==> src/rtl/bsg_round_robin_2_to_1_merge.sv <==
// Two-lane round-robin merge: each lane is buffered in its own FIFO and the
// merged output takes words strictly alternately, starting at lane 0.

// Per-lane FIFO. The storage array has no reset. Pointers and occupancy
// use an asynchronous active-low reset.
module bsg_rr2_lane_fifo #(
  parameter int width_p = 16,
  parameter int els_p   = 2
) (
  input  logic               clk_i,
  input  logic               reset_n_i,
  input  logic               enq_i,
  input  logic               deq_i,
  input  logic [width_p-1:0] data_i,
  output logic               full_o,
  output logic               empty_o,
  output logic [width_p-1:0] data_o
);
  localparam int PW = $clog2(els_p);
  localparam int CW = PW + 1;

  logic [width_p-1:0] r_mem [els_p];
  logic [PW-1:0]      r_rptr, r_wptr;
  logic [CW-1:0]      r_cnt;

  // Write payload at the write pointer. Storage holds no control meaning.
  always_ff @(posedge clk_i) begin
    if (enq_i) r_mem[r_wptr] <= data_i;
  end

  // Pointers wrap naturally because els_p is a power of two.
  always_ff @(posedge clk_i or negedge reset_n_i) begin
    if (!reset_n_i) begin
      r_rptr <= '0;
      r_wptr <= '0;
      r_cnt  <= '0;
    end else begin
      if (enq_i) r_wptr <= r_wptr + 1'b1;
      if (deq_i) r_rptr <= r_rptr + 1'b1;
      case ({enq_i, deq_i})
        2'b10:   r_cnt <= r_cnt + 1'b1;
        2'b01:   r_cnt <= r_cnt - 1'b1;
        default: r_cnt <= r_cnt;
      endcase
    end
  end

  assign full_o  = (r_cnt == CW'(els_p));
  assign empty_o = (r_cnt == '0);
  assign data_o  = r_mem[r_rptr];
endmodule

module bsg_round_robin_2_to_1_merge #(
  parameter int width_p = 16,
  parameter int els_p   = 2
) (
  input  logic                 clk_i,
  input  logic                 reset_n_i,
  input  logic [2*width_p-1:0] data_i,
  input  logic [1:0]           v_i,
  output logic [1:0]           ready_o,
  output logic [width_p-1:0]   data_o,
  output logic                 v_o,
  input  logic                 ready_i,
  output logic [15:0]          count_o
);
  logic                       r_head;
  logic [15:0]                r_count;
  logic [1:0]                 w_full, w_empty, w_enq, w_deq;
  logic [1:0][width_p-1:0]    w_head_data;
  logic                       w_xfer;

  // ready_o depends only on occupancy. It is gated by reset so it reads
  // 0 while reset is held.
  assign ready_o = {2{reset_n_i}} & ~w_full;
  assign w_enq   = v_i & ready_o;

  // Only the head lane may present data. Other lanes are never skipped.
  assign v_o     = ~w_empty[r_head];
  assign data_o  = w_head_data[r_head];
  assign w_xfer  = v_o & ready_i;
  assign w_deq   = {w_xfer & r_head, w_xfer & ~r_head};

  for (genvar k = 0; k < 2; k++) begin : g_lane
    bsg_rr2_lane_fifo #(.width_p(width_p), .els_p(els_p)) u_fifo (
      .clk_i    (clk_i),
      .reset_n_i(reset_n_i),
      .enq_i    (w_enq[k]),
      .deq_i    (w_deq[k]),
      .data_i   (data_i[k*width_p +: width_p]),
      .full_o   (w_full[k]),
      .empty_o  (w_empty[k]),
      .data_o   (w_head_data[k])
    );
  end

  // The head toggles and the wrapping counter advances on each output transfer.
  always_ff @(posedge clk_i or negedge reset_n_i) begin
    if (!reset_n_i) begin
      r_head  <= 1'b0;
      r_count <= '0;
    end else if (w_xfer) begin
      r_head  <= ~r_head;
      r_count <= r_count + 16'd1;
    end
  end

  assign count_o = r_count;
endmodule
==> config.mk <==
export PLATFORM = sky130hd
export DESIGN_NAME = bsg_round_robin_2_to_1_merge
export DESIGN_NICKNAME = d
export VERILOG_FILES = /design/src/rtl/bsg_round_robin_2_to_1_merge.sv
export SDC_FILE = /design/constraint.sdc
export NUM_CORES = 1
export LEC_CHECK = 0
export ABC_CLOCK_PERIOD_IN_PS = 1970
export BUFFER_PORTS_ARGS = -buffer_cell sky130_fd_sc_hd__buf_2
export CORE_MARGIN = 4
export CORE_UTILIZATION = 45
export CTS_CLUSTER_DIAMETER = 50
export DETAILED_ROUTE_END_ITERATION = 7
export PLACE_DENSITY_LB_ADDON = 0.12
export SLEW_MARGIN = 10
export SYNTH_ARGS = -nofsm -noshare
export SYNTH_HDL_FRONTEND = slang
export SYNTH_SLANG_ARGS = --single-unit
==> constraint.sdc <==
create_clock -name clk_i -period 1.97 [get_ports clk_i]
set_clock_uncertainty 0.2 [all_clocks]
set_input_delay 0.394 -clock clk_i [delete_from_list [all_inputs] [get_ports clk_i]]
set_output_delay 0.394 -clock clk_i [all_outputs]
set_load 0.1 [all_outputs]
# ---- Yosys cells after proc, flatten, opt, wreduce, memory -nomap -nowiden
# Memories as Yosys holds them, arrays and structs flattened.
# Cells that the tools add are included.
dict set report word_totals {
  ff_bits 25
  latchBits 0
  ram_bits 64
  rom_bits 0
  out_inout_bits 35
  elab_cells 48
  mem_count 2
}
dict set report op_classes {
  addsub 9
  n_mul 0
  div_mod_pow 0
  magnitude_cmp 1
  eq_ne 6
  shifts 0
  muxes 10
  bitwise_logic 8
  n_reduce_logical 4
}
# name depth width rd rd_clocked_by_memory_dff write_ports line_no
set mem_list {}
lappend mem_list {{g_lane[0].u_fifo.r_mem} 2 16 1 0 1 22} ;# logic [width_p-1:0] r_mem [els_p];
lappend mem_list {{g_lane[1].u_fifo.r_mem} 2 16 1 0 1 22}
# op count
set op_table {}
lappend op_table {{$mux 16} 2}
lappend op_table {{$add 16x1->16 const B} 1}
lappend op_table {{$eq 2x2->1 const B} 4}
lappend op_table {{$pmux 2 s2} 2}
lappend op_table {{$mux 1} 6}
lappend op_table {{$add 1x1->1 const B} 4}
lappend op_table {{$add 2x1->2 const B} 2}
lappend op_table {{$and 2x2->2} 2}
lappend op_table {{$eq 2x1->1 const B} 2}
lappend op_table {{$logic_not 2->1} 2}
lappend op_table {{$reduce_bool 2->1} 2}
lappend op_table {{$sub 2x1->2 const B} 2}
lappend op_table {{$and 1x1->1} 3}
lappend op_table {{$lt 1x2->1 const B} 1}
lappend op_table {{$not 1->1} 2}
lappend op_table {{$not 2->2} 1}

# ---- Longest topological paths before layout
# Gate-level depths: netlist (run 1).
dict set report logic_depth {
  depth_word 8
  depth_mapped 9
}

# ---- Modules after synthesis
# From an unflattened synthesis (run 1), not the netlist that was laid out.
dict set report hier_totals {
  hier_cells 222
  hier_area_um2 3794.9
}
# module n_inst cells_each area_per_inst_um2 seq_area_each_um2
set modules_own_cells {}
lappend modules_own_cells {bsg_rr2_lane_fifo 2 66 1391.3 1061.0}
lappend modules_own_cells {bsg_round_robin_2_to_1_merge 1 90 1012.2 425.4}

# ---- Worst setup path before layout (run 1)
# No wires, ideal clock.
dict set report synth_path {
  path_kind {reg2reg}
  from {register g_lane[0].u_fifo.r_cnt[0]}
  to {memory g_lane[0].u_fifo.r_mem[0][0], enable pin}
  arrival_ns 3.947
  required_ns 1.381
  setup_slack_ns -2.565
  path_stages_with_launch 5
  path_cell_list {dfrtp_1 inv_1 a21boi_0 nand2_1 nor2_1}
}
dict set report synth_between {
  elab_chain_len 6
}
# item line_no
set synth_rtl {}
lappend synth_rtl {{start: declaration} 24} ;# logic [CW-1:0] r_cnt;
lappend synth_rtl {{start signal: assignment} 41} ;# 2'b10: r_cnt <= r_cnt + 1'b1;
lappend synth_rtl {{start signal: assignment} 42} ;# 2'b01: r_cnt <= r_cnt - 1'b1;
lappend synth_rtl {{start signal: assignment} 43} ;# default: r_cnt <= r_cnt;
lappend synth_rtl {{$eq 2x2->1} 48} ;# assign full_o = (r_cnt == CW'(els_p));
lappend synth_rtl {{$not 2->2} 75} ;# assign ready_o = {2{reset_n_i}} & ~w_full;
lappend synth_rtl {{$and 2x2->2} 75}
lappend synth_rtl {{named net ready_o[0]} 61} ;# output logic [1:0] ready_o,
lappend synth_rtl {{$and 2x2->2} 76} ;# assign w_enq = v_i & ready_o;
lappend synth_rtl {{$mux 1} 28} ;# if (enq_i) r_mem[r_wptr] <= data_i;
lappend synth_rtl {{$mux 1 (implied by the code)} 28}
lappend synth_rtl {{end: declaration} 22}
# The timed path passes the listed nets, and every way through them passes these cells.

# ---- Final worst setup path (run 1)
dict set report layout_path {
  from {register g_lane[0].u_fifo.r_rptr}
  to {output data_o[10]}
}
dict set report layout_between {
  elab_chain_len 3
}
# item line_no
set layout_rtl {}
lappend layout_rtl {{start: declaration} 23} ;# logic [PW-1:0] r_rptr, r_wptr;
lappend layout_rtl {{start signal: assignment} 39} ;# if (deq_i) r_rptr <= r_rptr + 1'b1;
lappend layout_rtl {{$mem_v2 2x16} --}
lappend layout_rtl {{$mux 16 (implied by the code) (2 in series)} 80} ;# assign data_o = w_head_data[r_head];
lappend layout_rtl {{end: declaration} 62} ;# output logic [width_p-1:0] data_o,
# No other way between the ends. The select of a mux whose other input is x is not followed.

==> results of run 1 <==
==> final cells by class <==
type	count	area share, %
flip-flops and latches	89	46.3
multi-input cells	139	29.7
clock inverters	7	1.70
clock buffers	9	2.24
inverters	4	0.271
repair buffers	94	17.5
well taps	102	2.31
==> worst paths after layout <==
kind / startpoint / end / slack, ns / cells past startpoint
setup / recovery: g_lane[0].u_fifo.r_rptr$_DFFE_PN0P_ / data_o[10] / -0.25 / 4
hold / removal: data_i[4] / g_lane[0].u_fifo.r_mem[1][4]$_DFFE_PP_ / 0.03 / 1
setup reg to reg: r_head$_DFFE_PN0N_ / g_lane[1].u_fifo.r_cnt[1]$_DFFE_PN0P_ / -0.01 / 8
hold reg to reg: count_o[15]$_DFFE_PN0N_ / count_o[15]$_DFFE_PN0N_ / 0.26 / 1
max in group asynchronous: reset_n_i / count_o[0]$_DFFE_PN0N_ / 0.78 / 3
min in group asynchronous: reset_n_i / g_lane[1].u_fifo.r_cnt[1]$_DFFE_PN0P_ / 0.51 / 3
==> what timing repair did <==
action	4_1_cts	5_1_grt
endpoints found under the hold margin	25	0
hold buffers	1	0
gates cloned	0	4
gates resized for setup	37	53
setup endpoints to repair	18	20
pin swaps	10	20
setup buffers	2	1
==> layout by cell type (no fill, tap or decap), drive strengths merged <==
| cell type | Yosys | layout |
|---|---|---|
| a211oi | 16 | 16 |
| a21boi | 2 | 2 |
| a21o | 1 | 1 |
| a21oi | 16 | 16 |
| and2 | 1 | 1 |
| and3 | 3 | 3 |
| and4 | 2 | 2 |
| buf | 6 | 89 |
| bufinv | 0 | 2 |
| clkbuf | 4 | 13 |
| clkinv | 0 | 3 |
| clkinvlp | 0 | 1 |
| dfrtp | 25 | 25 |
| dlygate4sd3 | 0 | 1 |
| edfxtp | 64 | 64 |
| ha | 3 | 3 |
| inv | 4 | 5 |
| mux2 | 1 | 1 |
| mux2i | 16 | 16 |
| nand2 | 9 | 9 |
| nand3 | 5 | 5 |
| nand4 | 2 | 2 |
| nor2 | 8 | 8 |
| nor2b | 16 | 16 |
| nor3 | 5 | 5 |
| nor4 | 4 | 4 |
| nor4b | 1 | 1 |
| o211a | 1 | 1 |
| or3 | 1 | 1 |
| or3b | 1 | 1 |
| xnor2 | 9 | 9 |
| xor2 | 16 | 16 |
==> cell families after synthesis <==
group / Yosys count / synth area share (%)
multiplexers: 17 / 4.72
XOR/XNOR: 25 / 6.03
AO/OA/AOI/OAI: 36 / 6.41
flip-flops: 89 / 70.2
buffers and inverters: 14 / 1.97
adder cells (fa/ha/maj): 3 / 1.03
AND/OR/NAND/NOR: 58 / 9.62
==> worst max-delay path, delay by kind of cell (launching register included) <==
family / cells / cell delay [ns]
AO/OA/AOI/OAI: 2 / 0.36
flip-flops: 1 / 0.51
buffers and inverters: 2 / 0.40
==> per-layer routing <==
layer	routed length, µm	GRT usage, %	up-vias
li1	-	-	1077
met1	3730	23.3	1133
met2	4110	23.9	52
met3	313	3.14	11
met4	129	5.96	0
met5	0	0	-
==> flip-flops by register name, indices dropped and copies added (netlist names) <==
register and flops:
g_lane.u_fifo.r_wptr 2, g_lane.u_fifo.r_cnt 4, r_head 1, g_lane.u_fifo.r_rptr 2
count_o 16, g_lane.u_fifo.r_mem 64
==> through the flow <==
step | hold WS (ns) | TNS [ns]
final | 0.0257 | -3.60
after global routing | 0.0138 | -4.52
after CTS | 0.0164 | -3.08
after detailed placement | 0.200 | 0
after global placement | 0.202 | 0
after floorplan | -0.102 | -7.35
==> metrics, run 1 <==
top cell types by occurrence after synthesis=edfxtp_1 (64), dfrtp_1 (25); pin count of the biggest net entering global routing=29; Arr. time, crit path=~1.6 ns; pre-CTS setup slack=a little under 0.04 ns; row count=32; Avg Vias per Cell=5.12; dpl cell area=0.00478 mm²; initial antenna violation count=0; Slew headroom=66.7%; clock buffer depth=2; TritonCTS Buffers=9; Final Cycle Share=113%; post-route insts no fill=444; Inst Count DP=between 400 and 500; crit path time final=2.22 ns; Yosys warnings=0; clk sinks=89; Post-Syn Instances=242; area leader, netlist=edfxtp_1; fraction of layout cells with a size suffix above 1=58.8%; Multi-input gate area=0.00164 mm²; Post-synth EDFFs=64; Final Worst Setup Slack=-0.249 ns; status=finished, violations left; I/O Buffers=71; violated checks=negative setup slack; Least-Margin Pin Slew=0.502 ns; root buffer cell=clkbuf_8; I/O Pins=72; number of DRC markers in iteration 0=72; DRT Wirelength=~8.3 mm; Layout Nets=377; CP max FO=10; ANT nets after route=0; Post-Syn Area=0.00363 mm²; # DRC=0; total gr overflow=0; gp weighted congestion=0.731; Total Routing Usage GR=about 16%; DP HPWL=approximately 5.2 mm; die height=97.8 µm; final instance area=0.00553 mm²; htree depth=3; Hold/Removal Path Class=input port to flop; antenna cells=0; required time worst endpoint=~1.4 ns; Routed WL per cell=18.7 µm; Seq/Total Area, Yosys=70.2%; via count=2273; die width=97.8 µm; Pins Over Slew Limit=0; Max Freq=around 0.45 GHz; CP Class=flop to output pin; CTS tree=yes; unrepaired setup endpoints after global routing=yes; CP Capture Type=output pin; Area Growth Syn to Fin=52.4%; ys async rst share=28.1%; Initial Util=46.7%; vias in the first global route=2261; area of the core=0.00777 mm²; final setup vio count=18; count leader, synth=edfxtp_1; register bit count reported by yosys=89; startpoint types=flop; Final Hold Fails=0; area of the die=0.00956 mm²; global-route wire length before repair=~12 mm; clk_lat worst skew=about 0.35 ns; crit-path cells=clkbuf_16 > a211oi_4 > a21oi_4 > buf_12; drt first pass iters=4; slowest stage cell on the critical path=dfrtp_2; Synth cell types=31; clk slew on worst S/H paths=0.09 ns; crit-path max cell delay=0.51 ns; # fillers=between 500 and 600; Mean Syn Cell Area=around 15 µm²; Mapped Nets=282; Seq. cell area=0.00256 mm²; share of the synthesized area in the top cell type=between 50 and 60%; fin util=71.2%; top_reg_cell synth=edfxtp_1; top cells by area, synth=edfxtp_1 (53%), dfrtp_1 (17%), mux2i_1 (4.4%), xor2_1 (3.9%), a211oi_1 (3.3%); max_cap viols=0
Power of run 1 is not shown: default switching activity piles up to over one toggle a cycle in this logic, so the estimate is an artifact.
==> run 2: changes to the inputs <==
--- a/config.mk
+++ b/config.mk
@@ -12,6 +12,7 @@
 export CTS_CLUSTER_DIAMETER = 50
 export DETAILED_ROUTE_END_ITERATION = 7
 export PLACE_DENSITY_LB_ADDON = 0.12
+export RECOVER_POWER = 25
 export SLEW_MARGIN = 10
 export SYNTH_ARGS = -nofsm -noshare
 export SYNTH_HDL_FRONTEND = slang
==> run 2 against run 1 <==
The run still ends with negative setup slack left. Final area is 0.29% lower. Worst setup slack improved by 0.0017 ns. Flip-flop and latch count stayed put. Non-clock buffer count unchanged. Global-route usage is the same. Utilization down 0.21 points. Count of clock-buffer cells in the layout unchanged. Die area unchanged. Sequential share of layout area grew 0.14 points. Worst hold slack improved by 0.00057 ns.
==> metrics, run 2 (same netlist as run 1, synthesis figures left out) <==
max reg flops=64 (unchanged); row count=32 (unchanged); violated checks=negative setup slack; area of the die=0.00956 mm² (unchanged); Avg Vias per Cell=5.11 (-0.22%); r2r endpoint=g_lane[1].u_fifo.r_cnt[1]$_DFFE_PN0P_; CP max FO=10 (unchanged); total gr overflow=0 (unchanged); r2r setup slk=-0.01 ns (about the same); fin util=71.0% (-0.21 points); worst hold start=data_i[4]; area of the core=0.00777 mm² (unchanged); worst-case hold path end point=g_lane[0].u_fifo.r_mem[1][4]$_DFFE_PP_; DP HPWL=5.23 mm (unchanged); initial antenna violation count=0 (unchanged); Layout Nets=377 (unchanged); CTS tree=yes; vias in the first global route=2261 (unchanged); clk_lat worst skew=0.35 ns (about the same); Total Routing Usage GR=16.0% (unchanged); status=finished, violations left; Least-Margin Pin Slew=0.503 ns (+0.000301 ns); required time worst endpoint=1.38 ns (about the same); I/O Buffers=71 (unchanged); root buffer cell=clkbuf_8; # DRC=0 (unchanged); Initial Util=46.7% (unchanged); via count=2268 (-0.22%); commonest non-fill, non-tap cells in the layout=edfxtp_1 (64), buf_2 (39), buf_12 (24); CP Class=flop to output pin; die height=97.8 µm (unchanged); crit-path cells=clkbuf_16 > a211oi_4 > a21oi_4 > buf_12; CP Capture Type=output pin; final setup vio count=18 (unchanged); crit-path max cell delay=0.51 ns (about the same); Final Hold Fails=0 (unchanged); Inst Count DP=424 (unchanged); unrepaired setup endpoints after global routing=yes; clk slew on worst S/H paths=0.09 ns (about the same); DRT Wirelength=8.27 mm (-0.13%); R2R Path Start=r_head$_DFFE_PN0N_; ANT nets after route=0 (unchanged); slowest stage cell on the critical path=dfrtp_2; crit path time final=2.22 ns (-0.00170 ns); Pins Over Slew Limit=0 (unchanged); post-route insts no fill=444 (unchanged); die width=97.8 µm (unchanged); global-route wire length before repair=11.8 mm (unchanged); gp weighted congestion=0.731 (unchanged); hold_ws=0.0263 ns (+0.000573 ns); Slew headroom=66.7% (about the same); startpoint types=flop; clk sinks=89 (unchanged); commonest non-fill, non-tap cell in the layout=edfxtp_1; htree depth=3 (unchanged); # fillers=525 (+2.5%); max_cap viols=0 (unchanged); fraction of layout cells with a size suffix above 1=55.0% (-3.8 points); Arr. time, crit path=1.62 ns (about the same); worst hold stages=1 (unchanged); Area Growth Syn to Fin=52.0%; antenna cells=0 (unchanged); TritonCTS Buffers=9 (unchanged); drt first pass iters=5 (+1); Final Cycle Share=113% (about the same); Max Freq=0.451 GHz (about the same); Routed WL per cell=18.6 µm (-0.13%); pin count of the biggest net entering global routing=29 (unchanged); clock buffer depth=2 (unchanged); R2R depth=8 (unchanged); I/O Pins=72 (unchanged); Hold/Removal Path Class=input port to flop; number of DRC markers in iteration 0=73 (+1.4%); Final Worst Setup Slack=-0.247 ns (+0.00170 ns); largest register by flop count=g_lane.u_fifo.r_mem
==> run 2: repair_timing <==
action,in CTS,in global routing
pin swaps,10,20
setup endpoints to repair,18,20
cloned,0,4
hold endpoints to repair,25,0
hold buffers,1,0
gates resized for setup,37,53
buffers inserted,2,1
==> run 2: final cells by class <==
class	count	area, µm²	area share, %
sequential	89	2560	46.5
multi-input combinational	139	1640	29.7
timing repair buffer	94	951	17.2
tap	102	128	2.31
clock buffer	9	124	2.25
clock inverter	7	93.8	1.70
inverter	4	15.0	0.272
==> run 2: worst max-delay path: cells and delay by family (launching register included) <==
| family | cells | cell delay, ns |
|---|---|---|
| buf+inv | 2 | 0.40 |
| compound gates | 2 | 0.36 |
| flops | 1 | 0.51 |
==> run 2: stage by stage <==
stage | setup TNS, ns | cell area, µm² | setup slack (ns)
after floorplan | -7.35 | 3920 | -0.273
after global placement | 0 | 4780 | 0.0729
after detailed placement | 0 | 4780 | 0.0387
after CTS | -3.08 | 5200 | -0.232
after global routing | -4.52 | 5520 | -0.297
final | -3.59 | 5520 | -0.247
==> run 2: per-layer routing <==
metal  vias up  GRT usage [%]  routed length (µm)
met5         -              0                   0
met4         0           5.96                 129
met3        11           3.14                 339
met2        57           23.9                4090
met1      1125           23.3                3710
li1       1075              -                   -
==> run 2: how the worst max path moves through the flow <==
stage	from	endpoint	slack (ns)	cells past startpoint
5_1_grt	g_lane[0].u_fifo.r_rptr$_DFFE_PN0P_	data_o[2]	-0.30	5
3_5_place_dp	g_lane[0].u_fifo.r_rptr$_DFFE_PN0P_	data_o[10]	0.04	5
2_1_floorplan	r_head$_DFFE_PN0N_	data_o[0]	-0.27	3
3_3_place_gp	r_head$_DFFE_PN0N_	v_o	0.07	3
4_1_cts	g_lane[0].u_fifo.r_rptr$_DFFE_PN0P_	data_o[5]	-0.23	6
6_report	g_lane[0].u_fifo.r_rptr$_DFFE_PN0P_	data_o[10]	-0.25	4
Power of run 2 is left out for the same reason.
